==> src/rtl/gardner_timing_loop_if.sv <==
// Signal bundle between the oversampled I/Q front-end, the Gardner detector and the demapper.
// The timing loop takes the slave side; the feeding environment takes the master side.
interface gardner_timing_loop_if #(
  parameter int WIDTH = 16
);
  logic             in_valid;
  logic [WIDTH-1:0] in_I;
  logic [WIDTH-1:0] in_Q;
  logic [WIDTH-1:0] error_n;
  logic             ted_valid;
  logic [WIDTH-1:0] I;
  logic [WIDTH-1:0] I_d16;
  logic [WIDTH-1:0] I_d32;
  logic [WIDTH-1:0] Q;
  logic [WIDTH-1:0] Q_d16;
  logic [WIDTH-1:0] Q_d32;
  logic             sym_valid;
  logic [WIDTH-1:0] sym_I;
  logic [WIDTH-1:0] sym_Q;
  logic             adj_skip;
  logic             adj_stuff;

  modport master (
    output in_valid, in_I, in_Q, error_n,
    input  ted_valid, I, I_d16, I_d32, Q, Q_d16, Q_d32,
    input  sym_valid, sym_I, sym_Q, adj_skip, adj_stuff
  );

  modport slave (
    input  in_valid, in_I, in_Q, error_n,
    output ted_valid, I, I_d16, I_d32, Q, Q_d16, Q_d32,
    output sym_valid, sym_I, sym_Q, adj_skip, adj_stuff
  );
endinterface

==> src/rtl/gardner_timing_loop.sv <==
// Symbol-timing loop around a Gardner TED: delay line, symbol strobe, PI loop filter and
// sample skip/stuff retiming of the strobe.
module gardner_timing_loop #(
  parameter int WIDTH      = 16,
  parameter int SPS        = 32,
  parameter int KP_SHIFT   = 4,
  parameter int KI_SHIFT   = 10,
  parameter int ACC_WIDTH  = 24,
  parameter int ADJ_THRESH = 4096
) (
  input logic                  clk,
  input logic                  rst,
  gardner_timing_loop_if.slave bus
);
  localparam int FILL_W = $clog2(SPS + 2);
  localparam int PH_W   = $clog2(SPS + 1);
  localparam logic signed [ACC_WIDTH:0] L_SAT_POS = {2'b00, {(ACC_WIDTH-1){1'b1}}};
  localparam logic signed [ACC_WIDTH:0] L_SAT_NEG = -L_SAT_POS;
  localparam logic signed [ACC_WIDTH-1:0] L_THRESH = ACC_WIDTH'(ADJ_THRESH);

  typedef enum logic [1:0] {PendNone = 2'd0, PendSkip = 2'd1, PendStuff = 2'd2} pend_e;

  logic [WIDTH-1:0]            r_dl_i [SPS+1];
  logic [WIDTH-1:0]            r_dl_q [SPS+1];
  logic [FILL_W-1:0]           r_fill;
  logic [PH_W-1:0]             r_ph, w_ph_nxt, w_wrap_pt;
  pend_e                       r_pend, w_pend_nxt;
  logic signed [ACC_WIDTH-1:0] r_integ, r_pacc, w_integ_nxt, w_pacc_nxt;
  logic signed [ACC_WIDTH-1:0] w_err_ext, w_err_ki, w_err_kp, w_integ_sat, w_ctrl;
  logic signed [ACC_WIDTH:0]   w_integ_sum;
  logic                        r_err_en, r_eval, w_full, w_strobe;
  logic                        r_ted_valid, r_adj_skip, r_adj_stuff;
  logic [WIDTH-1:0]            r_i0, r_i16, r_i32, r_q0, r_q16, r_q32;

  // Phase is held at 0 while filling; the sample that fills the line is the first strobe.
  always_comb begin
    w_full = (r_fill == FILL_W'(SPS + 1));
    case (r_pend)
      PendSkip:  w_wrap_pt = PH_W'(SPS - 2);
      PendStuff: w_wrap_pt = PH_W'(SPS);
      default:   w_wrap_pt = PH_W'(SPS - 1);
    endcase
    w_strobe = bus.in_valid && (w_full ? (r_ph >= w_wrap_pt) : (r_fill == FILL_W'(SPS)));
    w_ph_nxt = r_ph;
    if (bus.in_valid && w_full) begin
      w_ph_nxt = (r_ph >= w_wrap_pt) ? '0 : r_ph + 1'b1;
    end
  end

  always_comb begin
    w_err_ext   = {{(ACC_WIDTH-WIDTH){bus.error_n[WIDTH-1]}}, bus.error_n};
    w_err_ki    = w_err_ext >>> KI_SHIFT;
    w_err_kp    = w_err_ext >>> KP_SHIFT;
    w_integ_sum = {r_integ[ACC_WIDTH-1], r_integ} + {w_err_ki[ACC_WIDTH-1], w_err_ki};
    if (w_integ_sum > L_SAT_POS) begin
      w_integ_sat = L_SAT_POS[ACC_WIDTH-1:0];
    end else if (w_integ_sum < L_SAT_NEG) begin
      w_integ_sat = L_SAT_NEG[ACC_WIDTH-1:0];
    end else begin
      w_integ_sat = w_integ_sum[ACC_WIDTH-1:0];
    end
    // Proportional path uses the freshly updated integrator.
    w_ctrl = w_err_kp + w_integ_sat;

    w_integ_nxt = r_integ;
    w_pacc_nxt  = r_pacc;
    w_pend_nxt  = r_pend;
    if (w_strobe) begin
      w_pend_nxt = PendNone;
    end
    if (r_err_en) begin
      w_integ_nxt = w_integ_sat;
      w_pacc_nxt  = r_pacc + w_ctrl;
    end else if (r_eval && r_pend == PendNone) begin
      if (r_pacc >= L_THRESH) begin
        w_pend_nxt = PendSkip;
        w_pacc_nxt = r_pacc - L_THRESH;
      end else if (r_pacc <= -L_THRESH) begin
        w_pend_nxt = PendStuff;
        w_pacc_nxt = r_pacc + L_THRESH;
      end
    end
  end

  always_ff @(posedge clk) begin
    if (rst) begin
      for (int k = 0; k <= SPS; k++) begin
        r_dl_i[k] <= '0;
        r_dl_q[k] <= '0;
      end
      r_fill      <= '0;
      r_ph        <= '0;
      r_pend      <= PendNone;
      r_integ     <= '0;
      r_pacc      <= '0;
      r_err_en    <= 1'b0;
      r_eval      <= 1'b0;
      r_ted_valid <= 1'b0;
      r_adj_skip  <= 1'b0;
      r_adj_stuff <= 1'b0;
      r_i0        <= '0;
      r_i16       <= '0;
      r_i32       <= '0;
      r_q0        <= '0;
      r_q16       <= '0;
      r_q32       <= '0;
    end else begin
      if (bus.in_valid) begin
        r_dl_i[0] <= bus.in_I;
        r_dl_q[0] <= bus.in_Q;
        for (int k = 1; k <= SPS; k++) begin
          r_dl_i[k] <= r_dl_i[k-1];
          r_dl_q[k] <= r_dl_q[k-1];
        end
        if (!w_full) r_fill <= r_fill + 1'b1;
      end
      r_ph        <= w_ph_nxt;
      r_pend      <= w_pend_nxt;
      r_integ     <= w_integ_nxt;
      r_pacc      <= w_pacc_nxt;
      r_err_en    <= r_ted_valid;
      r_eval      <= r_err_en;
      r_ted_valid <= w_strobe;
      r_adj_skip  <= w_strobe && (r_pend == PendSkip);
      r_adj_stuff <= w_strobe && (r_pend == PendStuff);
      // Taps are the post-shift line contents, taken one stage early from the pre-shift line.
      if (w_strobe) begin
        r_i0  <= bus.in_I;
        r_i16 <= r_dl_i[SPS/2-1];
        r_i32 <= r_dl_i[SPS-1];
        r_q0  <= bus.in_Q;
        r_q16 <= r_dl_q[SPS/2-1];
        r_q32 <= r_dl_q[SPS-1];
      end
    end
  end

  assign bus.ted_valid = r_ted_valid;
  assign bus.sym_valid = r_ted_valid;
  assign bus.I         = r_i0;
  assign bus.I_d16     = r_i16;
  assign bus.I_d32     = r_i32;
  assign bus.Q         = r_q0;
  assign bus.Q_d16     = r_q16;
  assign bus.Q_d32     = r_q32;
  assign bus.sym_I     = r_i0;
  assign bus.sym_Q     = r_q0;
  assign bus.adj_skip  = r_adj_skip;
  assign bus.adj_stuff = r_adj_stuff;
endmodule

==> src/flat_wrapper.sv <==
// flat-port wrapper written by rule: the top's interface ports become plain ports
module gardner_timing_loop_flat 
#(
  parameter int WIDTH      = 16,
  parameter int SPS        = 32,
  parameter int KP_SHIFT   = 4,
  parameter int KI_SHIFT   = 10,
  parameter int ACC_WIDTH  = 24,
  parameter int ADJ_THRESH = 4096
)
  (clk, rst, bus_in_valid, bus_in_I, bus_in_Q, bus_error_n, bus_ted_valid, bus_I, bus_I_d16, bus_I_d32, bus_Q, bus_Q_d16, bus_Q_d32, bus_sym_valid, bus_sym_I, bus_sym_Q, bus_adj_skip, bus_adj_stuff);
  gardner_timing_loop_if #(.WIDTH(WIDTH)) bus_i ();
  input logic clk;
  input logic rst;
  input wire logic [$bits(bus_i.in_valid)-1:0] bus_in_valid;
  input wire logic [$bits(bus_i.in_I)-1:0] bus_in_I;
  input wire logic [$bits(bus_i.in_Q)-1:0] bus_in_Q;
  input wire logic [$bits(bus_i.error_n)-1:0] bus_error_n;
  output wire logic [$bits(bus_i.ted_valid)-1:0] bus_ted_valid;
  output wire logic [$bits(bus_i.I)-1:0] bus_I;
  output wire logic [$bits(bus_i.I_d16)-1:0] bus_I_d16;
  output wire logic [$bits(bus_i.I_d32)-1:0] bus_I_d32;
  output wire logic [$bits(bus_i.Q)-1:0] bus_Q;
  output wire logic [$bits(bus_i.Q_d16)-1:0] bus_Q_d16;
  output wire logic [$bits(bus_i.Q_d32)-1:0] bus_Q_d32;
  output wire logic [$bits(bus_i.sym_valid)-1:0] bus_sym_valid;
  output wire logic [$bits(bus_i.sym_I)-1:0] bus_sym_I;
  output wire logic [$bits(bus_i.sym_Q)-1:0] bus_sym_Q;
  output wire logic [$bits(bus_i.adj_skip)-1:0] bus_adj_skip;
  output wire logic [$bits(bus_i.adj_stuff)-1:0] bus_adj_stuff;
  assign bus_i.in_valid = bus_in_valid;
  assign bus_i.in_I = bus_in_I;
  assign bus_i.in_Q = bus_in_Q;
  assign bus_i.error_n = bus_error_n;
  assign bus_ted_valid = bus_i.ted_valid;
  assign bus_I = bus_i.I;
  assign bus_I_d16 = bus_i.I_d16;
  assign bus_I_d32 = bus_i.I_d32;
  assign bus_Q = bus_i.Q;
  assign bus_Q_d16 = bus_i.Q_d16;
  assign bus_Q_d32 = bus_i.Q_d32;
  assign bus_sym_valid = bus_i.sym_valid;
  assign bus_sym_I = bus_i.sym_I;
  assign bus_sym_Q = bus_i.sym_Q;
  assign bus_adj_skip = bus_i.adj_skip;
  assign bus_adj_stuff = bus_i.adj_stuff;
  gardner_timing_loop #(.WIDTH(WIDTH), .SPS(SPS), .KP_SHIFT(KP_SHIFT), .KI_SHIFT(KI_SHIFT), .ACC_WIDTH(ACC_WIDTH), .ADJ_THRESH(ADJ_THRESH)) u_core (.clk(clk), .rst(rst), .bus(bus_i));
endmodule
==> config.mk <==
export PLATFORM = sky130hd
export DESIGN_NAME = gardner_timing_loop_flat
export DESIGN_NICKNAME = d
export VERILOG_FILES = /design/src/rtl/gardner_timing_loop_if.sv /design/src/rtl/gardner_timing_loop.sv /design/src/flat_wrapper.sv
export SDC_FILE = /design/constraint.sdc
export NUM_CORES = 2
export LEC_CHECK = 0
export ABC_AREA = 0
export BUFFER_PORTS_ARGS = -buffer_cell sky130_fd_sc_hd__buf_2
export CAP_MARGIN = 20
export CORE_MARGIN = 2
export CORE_UTILIZATION = 60
export CTS_BUF_LIST = sky130_fd_sc_hd__clkbuf_4 sky130_fd_sc_hd__clkbuf_8
export CTS_CLUSTER_SIZE = 14
export DETAILED_ROUTE_END_ITERATION = 10
export PLACE_DENSITY = 0.79
export SYNTH_ARGS = -nofsm -noshare
export SYNTH_HDL_FRONTEND = slang
export SYNTH_SLANG_ARGS = --single-unit
==> constraint.sdc <==
create_clock -name clk -period 19.8 [get_ports clk]
set_input_delay 0 -clock clk [delete_from_list [all_inputs] [get_ports clk]]
set_output_delay 0 -clock clk [all_outputs]
set_load 0.02 [all_outputs]
==> metrics.cfg <==
[die]
die_w_um=286
die_y_um=286
coreArea_um2=78700
initial_core_util_pct=60.5
io_pins=183
num_rows=103
dieArea_um2=81600

[timing]
setup_ws_ns=13.17
worstMarginPinSlew_ns=1.08
finalHoldViolCount=0
clock_skew_ns=0.0278
finalCritPeriodShare_pct=33.5
slew_headroom_pct=28.0
clock.fmax_ghz=0.151
drv_slew=0
finalSetupViolCount=0
grt_setup_unrepaired=false
tns_ns=0
min_period_ns=6.63
whs_ns=0.131

[logic_synthesis]
syn_inst=3427
ys_types=82
synth_edf_count=1024
yosysWarnings=0
avgSynthCellArea_um2=13.9
async_reset_ff_share_pct=0
synth_ff_type=edfxtp_1
seq_area_frac_synth_pct=71.4
netlist_area_um2=47600
ys_ff_latch=1187
syn_nets=3565

[routing]
wl_per_cell_um=14.8
viasPerCell=5.08
via_count=25100
antenna_left=0
wirelength_um=73000
drc=0
first_pass_iters=5
drtIter0Drc=1824

[placement]
place_congestion=0.807
io_buffers=178
post-place-ws_ns=13.17
place_hpwl_um=38200

[cts]
clk_pin_slew_worst_paths_ns=0.06
numCtsBuffers=184
cts_sinks=1187
root_buffer=clkbuf_8
htreeDepth=4
clock_latency_ns=0.79
clk_path_buf_depth=3
cts_tree=done

[pwr]
seqPwrFrac_pct=54.4
combPwrFrac_pct=4.3
power.density_nw_per_um2=97.2
total_leakage_power_nw=22.0
ir_drop_mv=0.0636
p_switching_mw=1.08
p_clk_share_pct=41.3
intPower_mw=4.21
total_power_mw=5.29
sw_frac_of_total_pct=20.5

[hold_path]
hold_depth=7
hp-class=in -> reg

[setup_path]
crit_path_start_kind=flop
cp-end-kind=flop
worst-setup-path-type=reg -> reg
crit_fanout=14
worstPathArrival_ns=7.31
required_ns=20.48
reg2reg_depth=24

[grt]
grt_pass1_vias=24700
grt_antenna_before_repair=3
grt_usage_pct=17.9
grt_pass1_wl_um=120000
grt_overflow=0
grt_start_max_net_pins=299

[finish]
layout-drive-gt1-share_pct=14.7
syn2layout_area_growth_pct=14.3
fin_nets=3856

[run_status]
outcome=complete, no violations

[run]
cap_violations=0

## state kept, by name, indices dropped and copies added (netlist names), 2 cells and up
signal,cells
u_core.r_dl_i,512
u_core.r_dl_q,512
u_core.r_integ,24
u_core.r_pacc,24
u_core.bus.I,16
u_core.bus.I_d16,16
u_core.bus.I_d32,16
u_core.bus.Q,16
u_core.bus.Q_d16,16
u_core.bus.Q_d32,16
u_core.r_fill,6
u_core.r_ph,6
u_core.r_pend,2
## stage by stage
step / util, % / cell area [um2] / std cells
final: 69.1 / 54400 / 4932
after global routing: 69.1 / 54400 / 4931
after CTS: 69.0 / 54300 / 4924
after detailed placement: 62.4 / 49100 / 4471
after global placement: 62.4 / 49100 / 4471
after floorplan: - / 47600 / 3427
## synth_stat cells, drive strengths merged, types with 18 or more instances
master     n  share of area, %
a21o      24              0.38
a21oi    144               1.5
and2    1028                14
buf       44              0.65
clkbuf   161               1.3
dfxtp    163               6.9
edfxtp  1024                65
fa        25               1.1
ha        62               1.6
inv      100              0.79
nand2    247               1.9
nand3     34              0.36
nor2      67              0.53
nor3      20              0.21
o21ai     39              0.41
xnor2     31              0.57
xor2      18              0.33
## layout by cell type (no fill, tap or decap), types with 10 or more instances in the layout
cell type,instances
edfxtp_1,1024
nand4_1,11
buf_2,177
fa_1,25
inv_1,100
nand2_1,247
nand3_1,34
clkinv_1,15
xor2_1,18
dlygate4sd3_1,106
a21oi_1,144
o21ai_0,32
a211oi_1,15
clkbuf_8,218
ha_1,62
xnor2_1,31
a22o_1,12
a21o_1,24
nor3_1,20
dfxtp_1,163
mux2i_1,13
clkbuf_4,85
o21a_1,10
buf_4,19
and2_1,1027
nor2_1,66
## power by group through the flow
| stage | Sequential (mW) | Clock, mW | Combinational (mW) |
|---|---|---|---|
| 2_1_floorplan | 2.97 | 0 | 0.166 |
| 3_3_place_gp | 2.93 | 0 | 0.209 |
| 3_5_place_dp | 2.93 | 0 | 0.214 |
| 4_1_cts | 2.88 | 2.25 | 0.226 |
| 5_1_grt | 2.89 | 2.36 | 0.257 |
| 6_report | 2.88 | 2.18 | 0.227 |
## final timing paths
kind	startpoint	to	slack, ns
hold / removal	bus_error_n[5]	u_core.r_pacc[1]	0.13
hold reg to reg	u_core.bus.Q_d16[14]	u_core.bus.Q_d16[14]	0.45
setup reg to reg	u_core.r_integ[0]	u_core.r_pacc[22]	13.17
setup / recovery	u_core.r_integ[0]	u_core.r_pacc[22]	13.17
## critical path: stages, from the launching register on
cell       delay [ns]
dfxtp_1          0.33
ha_1             0.23
inv_1            0.07
fa_1             0.40
nor2b_1          0.17
o31a_2           0.19
o211ai_1         0.14
o21ai_1          0.37
and2_1           0.26
xnor2_1          0.16
nor4b_1          0.34
nand4_2          0.40
nand3_1          0.32
fa_1             0.45
inv_1            0.11
ha_1             0.25
a211oi_1         0.33
o21ai_1          0.20
a2111oi_1        0.64
o31ai_1          0.22
a311o_1          0.34
a21o_1           0.19
a21oi_1          0.17
or4b_1           0.14
nand3_1          0.05
## area by class of cell
cell class                      count  area, um2
Inverter                          100        375
Timing Repair Buffer              310       2270
Clock inverter                     44        470
Clock buffer                      303       3640
Tap cell                         1050       1310
Sequential cell                  1187      34000
Fill cell                        5259      24300
Multi-Input combinational cell   1935      12300
Antenna cell                        3       7.51
## what timing repair did
| action | CTS | global route |
|---|---|---|
| hold buffers | 106 | 0 |
| hold endpoints to repair | 143 | 0 |
| resized for setup | 0 | 0 |
| setup buffers | 0 | 0 |
## per-layer routing
metal,global-route usage (%),wire length (um),vias to the layer above
li1,-,-,12500
met1,23.5,31900,12000
met2,29.7,36300,469
met3,3.83,3300,123
met4,6.77,1460,0
met5,0,0,-
## logic make-up (layout without fill, tap and decap cells)
kind of cell               count (synthesis)  count (layout)  synth area share (%)
and+or+nand+nor                         1465            1465                  17.6
DFF                                     1187            1187                  71.4
AOI/OAI and AO/OA                        317             317                  4.33
buffers and inverters                    305             757                  2.71
adders and majority gates                 89              89                  2.72
xor gates and xnor gates                  49              49                 0.901
muxes                                     15              15                 0.321
other                                      0               3                     0
No activity file was read; power rests on OpenSTA's default activity.
